$ cat config.mk
export PLATFORM = sky130hd
export DESIGN_NAME = alarm_key_controller_flat
export DESIGN_NICKNAME = d
export VERILOG_FILES = /design/src/rtl/alarm_key_controller_if.sv /design/src/rtl/alarm_key_controller.sv /design/src/flat_wrapper.sv
export SDC_FILE = /design/constraint.sdc
export NUM_CORES = 1
export LEC_CHECK = 0
export ABC_AREA = 1
export BUFFER_PORTS_ARGS = -buffer_cell sky130_fd_sc_hd__buf_2
export CAP_MARGIN = 20
export CORE_MARGIN = 5
export CORE_UTILIZATION = 35
export DETAILED_ROUTE_END_ITERATION = 8
export PLACE_DENSITY = 0.53
export SLEW_MARGIN = 20
export SYNTH_ARGS = -nofsm -noshare
export SYNTH_HDL_FRONTEND = slang
export SYNTH_SLANG_ARGS = --single-unit
$ cat constraint.sdc
create_clock -name clock -period 2.9 [get_ports clock]
set_input_delay 0.29 -clock clock [delete_from_list [all_inputs] [get_ports clock]]
set_output_delay 0.29 -clock clock [all_outputs]
set_load 0.02 [all_outputs]
$ cat src/rtl/alarm_key_controller_if.sv
// Signal bundle between the keypad/button front end, the alarm key controller and the lcd_driver.
// The master drives the keypad/button/tick inputs; the slave (controller) drives the display path.
interface alarm_key_controller_if;
  // Pulse semantics, no back-pressure: one_second and key_valid are single-cycle strobes that the
  // controller always accepts in the cycle they are high; key is only meaningful while key_valid=1.
  // Buttons are debounced levels. All slave outputs are registered.
  logic       one_second;
  logic       key_valid;
  logic [3:0] key;
  logic       alarm_button;
  logic       time_button;

  logic [3:0] key_buf;
  logic [3:0] alarm_time;
  logic [3:0] current_time;
  logic       show_a;
  logic       show_new_time;
  // Debug view of the controller FSM: 0=SHOW_TIME, 1=KEY_ENTRY, 2=SHOW_ALARM
  logic [1:0] state_dbg;

  modport master (
    output one_second, key_valid, key, alarm_button, time_button,
    input  key_buf, alarm_time, current_time, show_a, show_new_time, state_dbg
  );

  modport slave (
    input  one_second, key_valid, key, alarm_button, time_button,
    output key_buf, alarm_time, current_time, show_a, show_new_time, state_dbg
  );
endinterface

$ cat src/rtl/alarm_key_controller.sv
// Sequencing controller for the single-digit alarm clock: owns the key buffer, alarm register and
// current-time digit counter, and drives the lcd_driver selects from a registered next-state decode.
module alarm_key_controller #(
  parameter int TIMEOUT_TICKS  = 10,
  parameter int TICKS_PER_STEP = 60
) (
  input  logic                   clock,
  input  logic                   reset_n,
  alarm_key_controller_if.slave  bus
);

  localparam int TW = $clog2((TIMEOUT_TICKS  > 2) ? TIMEOUT_TICKS  : 2) + 1;
  localparam int SW = $clog2((TICKS_PER_STEP > 2) ? TICKS_PER_STEP : 2) + 1;
  localparam logic [TW-1:0] TO_LAST   = TW'((TIMEOUT_TICKS  > 1) ? TIMEOUT_TICKS  - 1 : 0);
  localparam logic [SW-1:0] STEP_LAST = SW'((TICKS_PER_STEP > 1) ? TICKS_PER_STEP - 1 : 0);
  localparam logic [TW-1:0] TO_MAX    = '1;
  localparam logic [SW-1:0] STEP_MAX  = '1;

  typedef enum logic [1:0] {
    SHOW_TIME  = 2'd0,
    KEY_ENTRY  = 2'd1,
    SHOW_ALARM = 2'd2
  } state_t;

  state_t        state_q, state_d;
  logic [3:0]    key_buf_q, key_buf_d;
  logic [3:0]    alarm_time_q, alarm_time_d;
  logic [3:0]    current_time_q, current_time_d;
  logic [SW-1:0] step_cnt_q, step_cnt_d;
  logic [TW-1:0] timeout_cnt_q, timeout_cnt_d;
  logic          show_a_q, show_a_d;
  logic          show_new_time_q, show_new_time_d;
  // Set once alarm_button has been seen low; cleared by an alarm store so a held button
  // does not fall straight through into SHOW_ALARM.
  logic          alarm_armed_q, alarm_armed_d;

  logic digit;
  assign digit = bus.key_valid && (bus.key <= 4'd9);

  always_ff @(posedge clock or negedge reset_n) begin
    if (!reset_n) begin
      state_q         <= SHOW_TIME;
      key_buf_q       <= 4'd0;
      alarm_time_q    <= 4'd0;
      current_time_q  <= 4'd0;
      step_cnt_q      <= '0;
      timeout_cnt_q   <= '0;
      show_a_q        <= 1'b0;
      show_new_time_q <= 1'b0;
      alarm_armed_q   <= 1'b1;
    end else begin
      state_q         <= state_d;
      key_buf_q       <= key_buf_d;
      alarm_time_q    <= alarm_time_d;
      current_time_q  <= current_time_d;
      step_cnt_q      <= step_cnt_d;
      timeout_cnt_q   <= timeout_cnt_d;
      show_a_q        <= show_a_d;
      show_new_time_q <= show_new_time_d;
      alarm_armed_q   <= alarm_armed_d;
    end
  end

  always_comb begin
    state_d        = state_q;
    key_buf_d      = key_buf_q;
    alarm_time_d   = alarm_time_q;
    current_time_d = current_time_q;
    step_cnt_d     = step_cnt_q;
    timeout_cnt_d  = timeout_cnt_q;
    alarm_armed_d  = alarm_armed_q;

    if (!bus.alarm_button) begin
      alarm_armed_d = 1'b1;
    end

    // Timekeeping runs in every state; a time_button load below overrides it.
    if (bus.one_second) begin
      if (step_cnt_q >= STEP_LAST) begin
        step_cnt_d     = '0;
        current_time_d = (current_time_q >= 4'd9) ? 4'd0 : current_time_q + 4'd1;
      end else if (step_cnt_q != STEP_MAX) begin
        step_cnt_d = step_cnt_q + SW'(1);
      end
    end

    unique case (state_q)
      SHOW_TIME: begin
        if (digit) begin
          state_d       = KEY_ENTRY;
          key_buf_d     = bus.key;
          timeout_cnt_d = '0;
        end else if (bus.alarm_button && alarm_armed_q) begin
          state_d = SHOW_ALARM;
        end
      end

      KEY_ENTRY: begin
        // Buttons take priority over a same-cycle digit and store the already-buffered value.
        if (bus.alarm_button) begin
          alarm_time_d  = key_buf_q;
          alarm_armed_d = 1'b0;
          state_d       = SHOW_TIME;
        end else if (bus.time_button) begin
          current_time_d = key_buf_q;
          step_cnt_d     = '0;
          state_d        = SHOW_TIME;
        end else if (digit) begin
          key_buf_d     = bus.key;
          timeout_cnt_d = '0;
        end else if (bus.one_second) begin
          if (timeout_cnt_q != TO_MAX) begin
            timeout_cnt_d = timeout_cnt_q + TW'(1);
          end
          if (timeout_cnt_q >= TO_LAST) begin
            state_d = SHOW_TIME;
          end
        end
      end

      SHOW_ALARM: begin
        if (!bus.alarm_button) begin
          state_d = SHOW_TIME;
        end
      end

      default: begin
        state_d = SHOW_TIME;
      end
    endcase

    show_a_d        = (state_d == SHOW_ALARM);
    show_new_time_d = (state_d == KEY_ENTRY);
  end

  assign bus.key_buf       = key_buf_q;
  assign bus.alarm_time    = alarm_time_q;
  assign bus.current_time  = current_time_q;
  assign bus.show_a        = show_a_q;
  assign bus.show_new_time = show_new_time_q;
  assign bus.state_dbg     = state_q;

endmodule

$ cat src/flat_wrapper.sv
// flat-port wrapper written by rule: the top's interface ports become plain ports
module alarm_key_controller_flat 
#(
  parameter int TIMEOUT_TICKS  = 10,
  parameter int TICKS_PER_STEP = 60
)
  (clock, reset_n, bus_one_second, bus_key_valid, bus_key, bus_alarm_button, bus_time_button, bus_key_buf, bus_alarm_time, bus_current_time, bus_show_a, bus_show_new_time, bus_state_dbg);
  alarm_key_controller_if bus_i ();
  input  logic clock;
  input  logic reset_n;
  input wire logic [$bits(bus_i.one_second)-1:0] bus_one_second;
  input wire logic [$bits(bus_i.key_valid)-1:0] bus_key_valid;
  input wire logic [$bits(bus_i.key)-1:0] bus_key;
  input wire logic [$bits(bus_i.alarm_button)-1:0] bus_alarm_button;
  input wire logic [$bits(bus_i.time_button)-1:0] bus_time_button;
  output wire logic [$bits(bus_i.key_buf)-1:0] bus_key_buf;
  output wire logic [$bits(bus_i.alarm_time)-1:0] bus_alarm_time;
  output wire logic [$bits(bus_i.current_time)-1:0] bus_current_time;
  output wire logic [$bits(bus_i.show_a)-1:0] bus_show_a;
  output wire logic [$bits(bus_i.show_new_time)-1:0] bus_show_new_time;
  output wire logic [$bits(bus_i.state_dbg)-1:0] bus_state_dbg;
  assign bus_i.one_second = bus_one_second;
  assign bus_i.key_valid = bus_key_valid;
  assign bus_i.key = bus_key;
  assign bus_i.alarm_button = bus_alarm_button;
  assign bus_i.time_button = bus_time_button;
  assign bus_key_buf = bus_i.key_buf;
  assign bus_alarm_time = bus_i.alarm_time;
  assign bus_current_time = bus_i.current_time;
  assign bus_show_a = bus_i.show_a;
  assign bus_show_new_time = bus_i.show_new_time;
  assign bus_state_dbg = bus_i.state_dbg;
  alarm_key_controller #(.TIMEOUT_TICKS(TIMEOUT_TICKS), .TICKS_PER_STEP(TICKS_PER_STEP)) u_core (.clock(clock), .reset_n(reset_n), .bus(bus_i));
endmodule
## Word-level counts from Yosys, hierarchy flattened

Index checks and enable logic that the tools add are counted.
Widths: inputs -> output; s select.

- Flip-flop bits (word level): 29
- Input port bits: 10
- Output and inout port bits: 16
- Logic and storage cells: 69

- Add/subtract/negate cells: 3
- $lt $le $gt $ge: 4
- Equality and inequality tests: 11
- Mux-type cells: 35
- Reduce and logical (&&, ||, !) cells: 7

Operators by type and width:

| kind | count |
|---|---|
| $mux 7 | 6 |
| $mux 4 | 9 |
| $mux 5 | 6 |
| $mux 2 | 8 |
| $pmux 5 s2 | 1 |
| $pmux 4 s2 | 1 |
| $add 7x1->7 const B | 1 |
| $ge 7x6->1 const B | 1 |
| $ne 7x7->1 const B | 1 |
| $pmux 2 s3 | 1 |
| $reduce_and 6->1 | 1 |
| $add 5x1->5 const B | 1 |
| $ge 5x4->1 const B | 1 |
| $ne 5x5->1 const B | 1 |
| $add 4x1->4 const B | 1 |
| $eq 2x1->1 const B | 2 |
| $eq 2x2->1 const B | 2 |
| $ge 4x4->1 const B | 1 |
| $le 4x4->1 const B | 1 |
| $ne 2x2->1 const B | 2 |
| $mux 1 | 3 |
| $ne 3x1->1 const B | 1 |
| $ne 3x2->1 const B | 1 |
| $reduce_and 3->1 | 1 |
| 5 further kinds | 6 |

## Depth between registers and ports, before layout

Gate-level depths: netlist of the first run.

- Depth in word-level cells: 8
- Mapped depth: 10

## Worst setup path before layout of the first run

OpenSTA, ideal clock, no wires.

- Kind: register -> register
- Start: reg u_core.timeout_cnt_q[0]
- End: reg u_core.timeout_cnt_q[2]
- Data arrival time: 1.324 ns
- Data required time: 2.782 ns
- Setup slack: 1.457 ns
- Stages on the path, launching flop included: 9
- Period minus slack after synthesis: 1.443 ns
- Path through: dfrtp_1 ha_1 nand2_1 nor2_1 ha_1 o211ai_2 nand2_4 nand2_1 o21ai_2

- Cells in the longest elaborated chain, start to end: 7

RTL lines:

| element | RTL line | text |
|---|---|---|
| start: declaration | alarm_key_controller.sv:30 | `logic [TW-1:0] timeout_cnt_q, timeout_cnt_d;` |
| start signal: assignment | alarm_key_controller.sv:57 | `timeout_cnt_q <= timeout_cnt_d;` |
| $add 5x1->5 | alarm_key_controller.sv:113 | `timeout_cnt_d = timeout_cnt_q + TW'(1);` |
| $mux 5 | alarm_key_controller.sv:112 | `if (timeout_cnt_q != TO_MAX) begin` |
| $mux 5 | alarm_key_controller.sv:111 | `end else if (bus.one_second) begin` |
| $mux 5 | alarm_key_controller.sv:108 | `end else if (digit) begin` |
| $mux 5 | alarm_key_controller.sv:104 | `end else if (bus.time_button) begin` |
| $mux 5 | alarm_key_controller.sv:100 | `if (bus.alarm_button) begin` |
| $pmux 5 s2 | alarm_key_controller.sv:87 | `unique case (state_q)` |

Several ways; a longest one is shown, not always the timed one. The select of a mux whose other input is x is not followed.
A chain may end at the register's enable or synchronous reset.

## Worst setup path after layout of the first run

Ends and elaborated chain as after synthesis.

==> run_results.csv, run 1 <==
group,metric,value,unit
setup_path,cp.required,3.06,ns
drt,drcViolationCount,0,
timing,fmaxAchievable,0.653,GHz
timing,grt_setup_unrepaired,"false",
floorplan,start_util,0.362,
timing,tns,0,ns
synth,syn-num-nets,198,
worst_hold_path,hold_class,"in2async",
setup_path,critPathMaxFanout,10,
drt,drtAntennaViolNets,0,
drt,vias_per_cell,4.76,
run_status,outcome,"completed",
pwr,power_density,814,nW/um^2
floorplan,pin_count,26,
clock_tree,ctsResizeCount,0,
timing,setup_viol_count_final,0,
setup_path,critPathLaunchType,"flop",
global_route,antenna_found_initial,0,
synth,syn_area_per_cell,8.71,sq um
timing,skew,0.00805,ns
clock_tree,cts_sinks,29,
synth,syn_area,1580,sq um
drt,drt_iter0_drc,70,
global_route,gr-total-overflow,0,
pwr,combPwrFrac,0.347,
clock_tree,clk_pin_slew,0.06,ns
timing,slew_violations,0,
job,drv_cap,0,
drt,wl_per_cell,12.0,um
timing,layout_min_cycle_time,1.53,ns
clock_tree,clockBufferDepth,2,
finish,final_cell_area,1850,sq um
global_route,use_met2,0.199,
place,place_congestion,0.795,
synth,synth_cells,181,
pwr,clockPowerShare,0.225,
timing,worst_slew_pin_slew,0.652,ns
clock_tree,cts_buffers,5,
synth,yosysUniqueCellTypes,29,
global_route,grt_pass1_wl,6060,um
floorplan,die_w,77.1,um
setup_path,slowest_stage,"dfrtp_1",
floorplan,rows,24,
global_route,grt_max_degree,30,
clock_tree,cts_root_buffer,"clkbuf_8",
timing,post-route-period-util,0.528,
drt,drt_wl_total,3180,um
pwr,netSwitchingFraction,0.386,
place,io_buffer_count,25,
timing,hold_viol,0,
drt,via_count,1261,
clock_tree,holdBufCountCts,0,
floorplan,die_height,77.1,um
timing,holdWs,0.0337,ns
floorplan,core,4350,sq um
drt,first_pass_iters,4,
finish,drive_gt1_frac,0.254,
global_route,globalRouteMet1Util,0.155,
setup_path,worstSetupPathType,"reg2reg",
setup_path,cpPeakStageDelay,0.44,ns
setup_path,path_cells,"ha_1 > nand2_1 > nor2_1 > ha_1 > o211ai_2 > nand2_4 > nand2_1 > o21ai_2",
finish,nNetsFinal,229,
global_route,grt_usage,0.123,
synth,yosysWarnings,0,
pwr,peakVddDrop,0.000324,V
clock_tree,cts_max_level,2,
pwr,internal_power,0.000924,W
place,dpl-instance-area,1760,sq um
place,place_inst,257,
pwr,p_leak,0.958,nW
timing,relSlewSlack,0.566,
pwr,power.switching,0.000582,W
place,dp_hpwl,2400,um
finish,areaGrowthSynthToFinish,17.3,%
finish,diodes,0,
setup_path,ff2ff_path_depth,8,
setup_path,crit_path_end_kind,"flop",
setup_path,crit_arrival,1.69,ns
clock_tree,clock_latency,0.28,ns
clock_tree,post_cts_buffers,0,
global_route,grt_pass1_vias,1333,
pwr,p_seq_frac,0.429,
global_route,top_usage_layer,"met2",
synth,synth-seq-cells,29,
synth,ys_seq_area_frac,0.461,
floorplan,dieArea,5950,sq um
global_route,use_met3,0.0351,
clock_tree,cts_tree,"yes",
finish,fin_cells,265,
[worst paths after layout]
path,startpoint,end,slack [ns]
worst max-delay path,u_core.timeout_cnt_q[0]$_DFFE_PN0P_,u_core.timeout_cnt_q[2]$_DFFE_PN0P_,1.37
worst min-delay path,reset_n,u_core.bus.current_time[2]$_DFF_PN0_,0.03
worst max register to register,u_core.timeout_cnt_q[0]$_DFFE_PN0P_,u_core.timeout_cnt_q[2]$_DFFE_PN0P_,1.37
worst min register to register,u_core.bus.state_dbg[0]$_DFF_PN0_,u_core.bus.state_dbg[1]$_DFF_PN0_,0.49
max in group asynchronous,reset_n,u_core.bus.show_new_time$_DFF_PN0_,2.43
min in group clock,bus_key[0],u_core.bus.key_buf[0]$_DFFE_PN0P_,0.26
[critical path, delay by kind of cell (launching register included)]
| family | cells | cell delay [ns] |
|---|---|---|
| flops | 1 | 0.44 |
| compound gates | 2 | 0.22 |
| fa+ha+maj | 2 | 0.42 |
| simple gates | 4 | 0.33 |
[cell families after synthesis]
| kind of cell | share of synthesized area |
|---|---|
| XOR/XNOR | 0.00556 |
| flip-flops | 0.461 |
| buffers and inverters | 0.0571 |
| adder cells (fa/ha/maj) | 0.0556 |
| AO/OA/AOI/OAI | 0.0786 |
| multiplexers | 0.0286 |
| AND/OR/NAND/NOR | 0.313 |
[cell type report]
type / instances / area [sq um]
flip-flops and latches: 29 / 727
multi-input cells: 129 / 759
inverters: 22 / 82.6
fillers: 463 / 2500
clock buffers: 8 / 90.1
well taps: 52 / 65.1
repair buffers: 25 / 125
[power groups by stage]
stage / sequential (W) / combinational [W] / clock [W]
after floorplan: 0.000734 / 0.000275 / 0
after global placement: 0.000656 / 0.000524 / 0
after detailed placement: 0.000655 / 0.000533 / 0
after CTS: 0.000649 / 0.000534 / 0.000355
after global routing: 0.000674 / 0.000597 / 0.000373
final: 0.000646 / 0.000522 / 0.000338
[layout by cell type (no fill, tap or decap), types with 2 or more instances in the layout]
cell type / instances
o31a_2: 2
nor3b_2: 2
mux2_1: 4
nor2_1: 16
nand2_1: 43
clkbuf_1: 2
inv_1: 20
or2_1: 2
nor3_1: 5
o21ai_1: 4
ha_1: 7
nand3_1: 14
nand2_2: 6
nand2_4: 2
dfrtp_1: 28
clkbuf_8: 6
inv_2: 2
nand4_1: 6
buf_2: 25
a21oi_1: 5
o21ai_2: 2
[through the flow]
stage,utilization,power [W],worst slack (ns)
2_1_floorplan,-,0.00101,1.46
3_3_place_gp,0.404,0.00118,1.39
3_5_place_dp,0.404,0.00119,1.37
4_1_cts,0.425,0.00154,1.36
5_1_grt,0.425,0.00164,1.20
6_report,0.425,0.00151,1.37
[state kept, by name, indices dropped and copies added (netlist names), 2 cells and up]
name                     flops
u_core.bus.alarm_time        4
u_core.bus.state_dbg         2
u_core.bus.current_time      4
u_core.step_cnt_q            7
u_core.bus.key_buf           4
u_core.timeout_cnt_q         5
[synthesized netlist by cell type]
master     n  area share
nand2_4    2       0.014
o21ai_2    2       0.011
nor3_1     5       0.016
o211ai_2   1      0.0079
o21a_1     1      0.0048
or2_1      2      0.0079
dfstp_2    1       0.017
o21ai_4    1       0.010
or2_2      1      0.0040
nor2_2     1      0.0040
inv_1     20       0.048
nand2_2    6       0.024
o21ai_0    1      0.0032
nand3_2    1      0.0063
nand4_1    6       0.024
nand2_1   43        0.10
inv_2      2      0.0048
o21ai_1    4       0.013
dfrtp_1   28        0.44
nor2_8     1       0.013
ha_1       7       0.056
nor3b_2    2       0.016
mux2_1     4       0.029
a21oi_1    5       0.016
o31a_2     2       0.013
xnor2_1    1      0.0056
nand3_1   14       0.044
nor2_1    16       0.038
buf_4      1      0.0048
[per-layer routing]
layer	share of wire	vias to the layer above
met5	0	-
met4	0.014	0
met3	0.043	6
met2	0.47	19
met1	0.47	583
li1	-	653
(Power assumes the default switching activity.)
==> run 2: changes to the inputs <==
--- a/config.mk
+++ b/config.mk
@@ -5,7 +5,7 @@
 export SDC_FILE = /design/constraint.sdc
 export NUM_CORES = 1
 export LEC_CHECK = 0
-export ABC_AREA = 1
+export ABC_AREA = 0
 export BUFFER_PORTS_ARGS = -buffer_cell sky130_fd_sc_hd__buf_2
 export CAP_MARGIN = 20
 export CORE_MARGIN = 5
==> constraint.sdc (replaced) <==
create_clock -name clock -period 1.5 [get_ports clock]
set_input_delay 0.15 -clock clock [delete_from_list [all_inputs] [get_ports clock]]
set_output_delay 0.15 -clock clock [all_outputs]
set_load 0.02 [all_outputs]
==> run_results.csv, run 2 <==
group,metric,value,unit
run_status,outcome,"complete, but fails checks",
run_status,violations,"negative setup slack",
floorplan,core,4030,sq um
timing,setup_slack,-0.337,ns
synth,synth_area_leader_cell,"dfrtp_1",
floorplan,die_height,74.8,um
worst_hold_path,hold_class,"in2reg",
floorplan,start_util,0.365,
place,place_inst,239,
finish,reg.largest.list,"u_core.step_cnt_q (7), u_core.timeout_cnt_q (5)",
synth,yosysUniqueCellTypes,42,
timing,grt_setup_unrepaired,"true",
synth,synth_edf_count,0,
finish,mostFrequentLayoutCells,"buf_4 (35), buf_2 (25), dfrtp_1 (25)",
place,dpl-instance-area,1920,sq um
timing,fmaxAchievable,0.544,GHz
setup_path,cpPeakStageDelay,0.45,ns
synth,yosysWarnings,0,
synth,synth_cells,138,
synth,syn_area_per_cell,10.7,sq um
global_route,grt_usage,0.147,
finish,areaGrowthSynthToFinish,54.4,%
pwr,peakVddDrop,0.000922,V
clock_tree,cts_root_buffer,"clkbuf_8",
setup_path,crit_path_end_kind,"flop",
timing,setup_viol_count_final,13,
finish,nNetsFinal,226,
floorplan,rows,23,
clock_tree,cts_tree,"yes",
place,io_buffer_count,25,
finish,layout_commonest_cell,"buf_4",
global_route,antenna_found_initial,0,
clock_tree,clock_latency,0.28,ns
timing,skew,0.00775,ns
timing,post-route-period-util,1.22,
setup_path,crit_arrival,2.04,ns
timing,hold_viol,0,
job,drv_cap,0,
synth,synth-seq-cells,29,
setup_path,cp.required,1.70,ns
drt,drt_iter0_drc,25,
timing,worst_slew_pin_slew,0.657,ns
pwr,p_leak,1.05,nW
setup_path,slowest_stage,"or4b_1",
synth,ys_seq_area_frac,0.494,
finish,largest_reg_flops,7,
place,place_congestion,0.858,
synth,synthTopCellsByCount,"dfrtp_1 (28), nand2_1 (13), a21oi_1 (8), nor2_1 (8), o21ai_1 (8)",
clock_tree,clockBufferDepth,2,
synth,syn-num-nets,155,
clock_tree,cts_sinks,29,
drt,vias_per_cell,5.01,
drt,via_count,1303,
timing,layout_min_cycle_time,1.84,ns
timing,relSlewSlack,0.562,
drt,wl_per_cell,14.1,um
synth,yosys-top-cells-area,"dfrtp_1 (48%), ha_1 (6.0%), nand2_1 (3.3%)",
setup_path,path_cells,"ha_2 > and3_4 > ha_4 > nand3b_1 > a21boi_4 > or4b_1 > o21ai_1",
floorplan,pin_count,26,
clock_tree,cts_max_level,2,
place,dp_hpwl,2550,um
drt,drcViolationCount,0,
setup_path,critPathLaunchType,"flop",
floorplan,dieArea,5600,sq um
finish,final_cell_area,2270,sq um
finish,largest_register,"u_core.step_cnt_q",
finish,drive_gt1_frac,0.567,
global_route,grt_max_degree,30,
setup_path,critPathMaxFanout,4,
synth,async_reset_ff_frac,1.00,
drt,drtAntennaViolNets,0,
clock_tree,cts_buffers,5,
finish,fin_cells,260,
synth,synth_ff_type,"dfrtp_1",
timing,slew_violations,0,
finish,diodes,0,
synth,syn_area,1470,sq um
setup_path,worstSetupPathType,"reg2reg",
finish,fill_cells,355,
drt,drt_wl_total,3670,um
global_route,grt_pass1_vias,1365,
synth,synth_most_common_cell,"dfrtp_1",
place,pre_cts_ws,-0.370,ns
global_route,gr-total-overflow,0,
clock_tree,clk_pin_slew,0.06,ns
global_route,grt_pass1_wl,6240,um
floorplan,die_w,74.8,um
pwr,power_density,1830,nW/um^2
synth,netlist.area_leader.share,0.476,
drt,first_pass_iters,4,
run 2: changes by cell type in the layout (fill, tap and decap cells not counted), moves of 6 or more:
| cell | delta |
|---|---|
| inv_1 | -17 |
| buf_6 | +6 |
| nand2_1 | -31 |
| nor2_1 | -13 |
| nand3_1 | -13 |
| ha_1 | -6 |
| buf_4 | +35 |
run 2: critical path, delay by kind of cell, from the launching register on:
kind	cells	cell delay [ns]
and+or+nand+nor	3	0.78
AOI/OAI and AO/OA	2	0.25
DFF	1	0.40
adders and majority gates	2	0.34
run 2: worst paths after layout:
path | from | slack (ns) | end | depth (start not counted)
max | u_core.timeout_cnt_q[1]$_DFFE_PN0P_ | -0.34 | u_core.timeout_cnt_q[1]$_DFFE_PN0P_ | 7
min | bus_key[0] | 0.10 | u_core.bus.key_buf[0]$_DFFE_PN0P_ | 2
max reg2reg | u_core.timeout_cnt_q[1]$_DFFE_PN0P_ | -0.34 | u_core.timeout_cnt_q[1]$_DFFE_PN0P_ | 7
min reg2reg | u_core.alarm_armed_q$_DFF_PN1_ | 0.46 | u_core.alarm_armed_q$_DFF_PN1_ | 2
max in group asynchronous | reset_n | 0.59 | u_core.bus.state_dbg[0]$_DFF_PN0_ | 2
min in group asynchronous | reset_n | 0.43 | u_core.step_cnt_q[5]$_DFF_PN0_ | 2
run 2: where the power goes:
part | switching, W | internal (W) | total (W)
Clock | 0.000288 | 0.000414 | 0.000702
Combinational | 0.00107 | 0.00107 | 0.00215
Sequential | 0.000220 | 0.00109 | 0.00131
Total | 0.00158 | 0.00258 | 0.00416
run 2: metrics by stage:
step | total power, W | setup TNS [ns] | utilization | hold WS (ns)
after floorplan | 0.00233 | -1.41 | - | -0.146
after global placement | 0.00303 | -2.14 | 0.477 | 0.216
after detailed placement | 0.00308 | -2.41 | 0.477 | 0.232
after CTS | 0.00405 | -2.53 | 0.539 | 0.0921
after global routing | 0.00448 | -4.02 | 0.564 | 0.0914
final | 0.00416 | -2.63 | 0.564 | 0.105
run 2: cell families (layout without fill, tap and decap cells):
logic type	count (synthesis)	count (layout)	share of synthesized area
xor+xnor	3	3	0.0179
flops	29	29	0.494
compound gates	35	35	0.159
mux	8	8	0.0612
fa+ha+maj	7	7	0.0595
simple gates	47	47	0.183
buf+inv	9	81	0.0255
run 2: per-layer routing:
metal / vias to the layer above / global-route usage / part of all wire
li1: 646 / - / -
met3: 6 / 0.0427 / 0.044
met2: 28 / 0.254 / 0.53
met1: 623 / 0.177 / 0.42
met5: - / 0 / 0
met4: 0 / 0.0435 / 0.0074
run 2: final cells by class:
class / instances / area (sq um) / share of cell area
clock buffer: 7 / 96.3 / 0.0424
clock inverter: 1 / 5.00 / 0.00220
inverter: 6 / 22.5 / 0.00991
multi-input combinational: 100 / 890 / 0.392
sequential: 29 / 731 / 0.322
tap: 50 / 62.6 / 0.0275
timing repair buffer: 67 / 465 / 0.205
run 2: what timing repair did:
| action | 4_1_cts | 5_1_grt |
|---|---|---|
| setup endpoints to repair | 18 | 22 |
| pin swaps | 12 | 14 |
| setup buffers | 7 | 9 |
| hold buffers | 1 | 0 |
| gates resized for setup | 22 | 16 |
| hold endpoints to repair | 28 | 0 |
==> run 3: changes to the inputs <==
--- a/config.mk
+++ b/config.mk
@@ -16,3 +16,4 @@
 export SYNTH_ARGS = -nofsm -noshare
 export SYNTH_HDL_FRONTEND = slang
 export SYNTH_SLANG_ARGS = --single-unit
+export TNS_END_PERCENT = 5
==> run_results.csv, run 3 (synthesis gave the netlist of run 2 again) <==
group,metric,value,unit
place,place_congestion,0.815,
finish,reg.largest.list,"u_core.step_cnt_q (7), u_core.timeout_cnt_q (5)",
setup_path,worstReg2RegEnd,"u_core.timeout_cnt_q[1]$_DFFE_PN0P_",
floorplan,die_w,74.8,um
clock_tree,cts_root_buffer,"clkbuf_8",
clock_tree,cts_tree,"yes",
setup_path,worstSetupPathType,"reg2reg",
clock_tree,clock_latency,0.28,ns
drt,drcViolationCount,0,
pwr,p_seq_frac,0.330,
setup_path,timing.rr.start,"u_core.timeout_cnt_q[1]$_DFFE_PN0P_",
drt,drt_wl_total,3380,um
global_route,grt_max_degree,17,
timing,worst_slew_pin_slew,0.352,ns
place,io_buffer_count,25,
timing,relSlewSlack,0.765,
timing,fmaxAchievable,0.548,GHz
finish,largest_reg_flops,7,
global_route,grt_usage,0.138,
clock_tree,cts_sinks,29,
drt,wl_per_cell,13.5,um
timing,holdWs,0.0836,ns
setup_path,cp.required,1.70,ns
clock_tree,cts_max_level,2,
worst_hold_path,min_to,"u_core.bus.key_buf[0]$_DFFE_PN0P_",
finish,nNetsFinal,216,
timing,setup_slack,-0.324,ns
finish,final_util,0.520,
drt,via_count,1248,
pwr,power.switching,0.00144,W
setup_path,crit_arrival,2.02,ns
finish,drive_gt1_frac,0.435,
setup_path,crit_path_end_kind,"flop",
timing,skew,0.00581,ns
clock_tree,cts_buffers,5,
place,place_inst,238,
place,dpl-instance-area,1870,sq um
floorplan,rows,23,
finish,areaGrowthSynthToFinish,42.4,%
setup_path,critPathLaunchType,"flop",
floorplan,die_height,74.8,um
drt,vias_per_cell,4.99,
global_route,grt_pass1_wl,5800,um
floorplan,pin_count,26,
pwr,internal_power,0.00246,W
finish,mostFrequentLayoutCells,"dfrtp_1 (27), buf_4 (26), buf_2 (25)",
finish,layout_commonest_cell,"dfrtp_1",
pwr,combPwrFrac,0.457,
pwr,p_leak,0.976,nW
finish,largest_register,"u_core.step_cnt_q",
timing,layout_min_cycle_time,1.82,ns
pwr,p_total,0.00389,W
setup_path,ff2ff_path_depth,7,
finish,final_cell_area,2100,sq um
drt,drt_iter0_drc,27,
worst_hold_path,whs_path_depth,2,
place,dp_hpwl,2620,um
drt,first_pass_iters,4,
timing,slew_violations,0,
global_route,grt_pass1_vias,1283,
global_route,gr-total-overflow,0,
floorplan,dieArea,5600,sq um
floorplan,core,4030,sq um
timing,post-route-period-util,1.22,
worst_hold_path,min_from,"bus_key[0]",
finish,diodes,0,
clock_tree,clk_pin_slew,0.06,ns
timing,hold_viol,0,
run_status,outcome,"complete, but fails checks",
clock_tree,clockBufferDepth,2,
floorplan,start_util,0.365,
timing,setup_viol_count_final,12,
setup_path,r2r_slack,-0.32,ns
finish,fin_cells,250,
setup_path,critPathMaxFanout,3,
global_route,antenna_found_initial,0,
run_status,violations,"negative setup slack",
pwr,power_density,1860,nW/um^2
pwr,peakVddDrop,0.000964,V
pwr,clockPowerShare,0.214,
timing,grt_setup_unrepaired,"true",
drt,drtAntennaViolNets,0,
worst_hold_path,hold_class,"in2reg",
job,drv_cap,0,
pwr,netSwitchingFraction,0.369,
## run 3: changes by cell type in the layout (fill, tap and decap cells not counted), sizes merged
cell,before,now
buf,66,56
bufinv,0,1
clkinv,1,0
## run 3: cell type report
type | count | area, sq um
multi-input combinational | 100 | 779
clock buffer | 7 | 86.3
fill | 386 | 1930
timing repair buffer | 57 | 387
sequential | 29 | 728
tap | 50 | 62.6
clock inverter | 1 | 30.0
inverter | 6 | 22.5
## run 3: worst max-delay path: stages (launching register included)
cell and delay, ns:
dfrtp_1 0.38, ha_2 0.19, and3_4 0.15, ha_4 0.15
nand3b_1 0.16, a21boi_4 0.16, or4b_1 0.46, o21ai_1 0.09
## run 3: worst max-delay path by stage
| stage | depth (start not counted) | startpoint | end |
|---|---|---|---|
| 3_3_place_gp | 7 | u_core.timeout_cnt_q[1]$_DFFE_PN0P_ | u_core.timeout_cnt_q[1]$_DFFE_PN0P_ |
| 5_1_grt | 7 | u_core.timeout_cnt_q[1]$_DFFE_PN0P_ | u_core.timeout_cnt_q[1]$_DFFE_PN0P_ |
| 6_report | 7 | u_core.timeout_cnt_q[1]$_DFFE_PN0P_ | u_core.timeout_cnt_q[1]$_DFFE_PN0P_ |
| 2_1_floorplan | 7 | u_core.timeout_cnt_q[0]$_DFFE_PN0P_ | u_core.timeout_cnt_q[1]$_DFFE_PN0P_ |
| 3_5_place_dp | 7 | u_core.timeout_cnt_q[1]$_DFFE_PN0P_ | u_core.timeout_cnt_q[1]$_DFFE_PN0P_ |
| 4_1_cts | 7 | u_core.timeout_cnt_q[0]$_DFFE_PN0P_ | u_core.timeout_cnt_q[1]$_DFFE_PN0P_ |
## run 3: what timing repair did
item	in CTS	in global routing
endpoints found under the hold margin	13	0
pin swaps	13	4
hold buffers	1	0
setup buffers	2	1
endpoints found under the setup margin	18	22
gates resized for setup	15	7
## run 3: per-layer routing
metal	part of all wire	global-route usage	vias to the layer above	wire [um]
li1	-	-	631	-
met1	0.44	0.161	597	1490
met2	0.49	0.231	15	1670
met3	0.046	0.0494	5	154
met4	0.017	0.0534	0	59
met5	0	0	-	0
## run 3: through the flow
stage | TNS, ns | worst slack [ns]
global placement | -3.02 | -0.382
detailed placement | -3.37 | -0.433
CTS | -1.99 | -0.369
global route | -3.79 | -0.388
floorplan | -2.17 | -0.365
finish | -2.24 | -0.324
## run 3: power groups by stage
| stage | registers [W] | clock network, W | logic (W) |
|---|---|---|---|
| detailed placement | 0.00129 | 0 | 0.00168 |
| floorplan | 0.00159 | 0 | 0.000650 |
| CTS | 0.00128 | 0.000862 | 0.00175 |
| global route | 0.00132 | 0.000897 | 0.00197 |
| global placement | 0.00128 | 0 | 0.00165 |
| finish | 0.00128 | 0.000832 | 0.00178 |
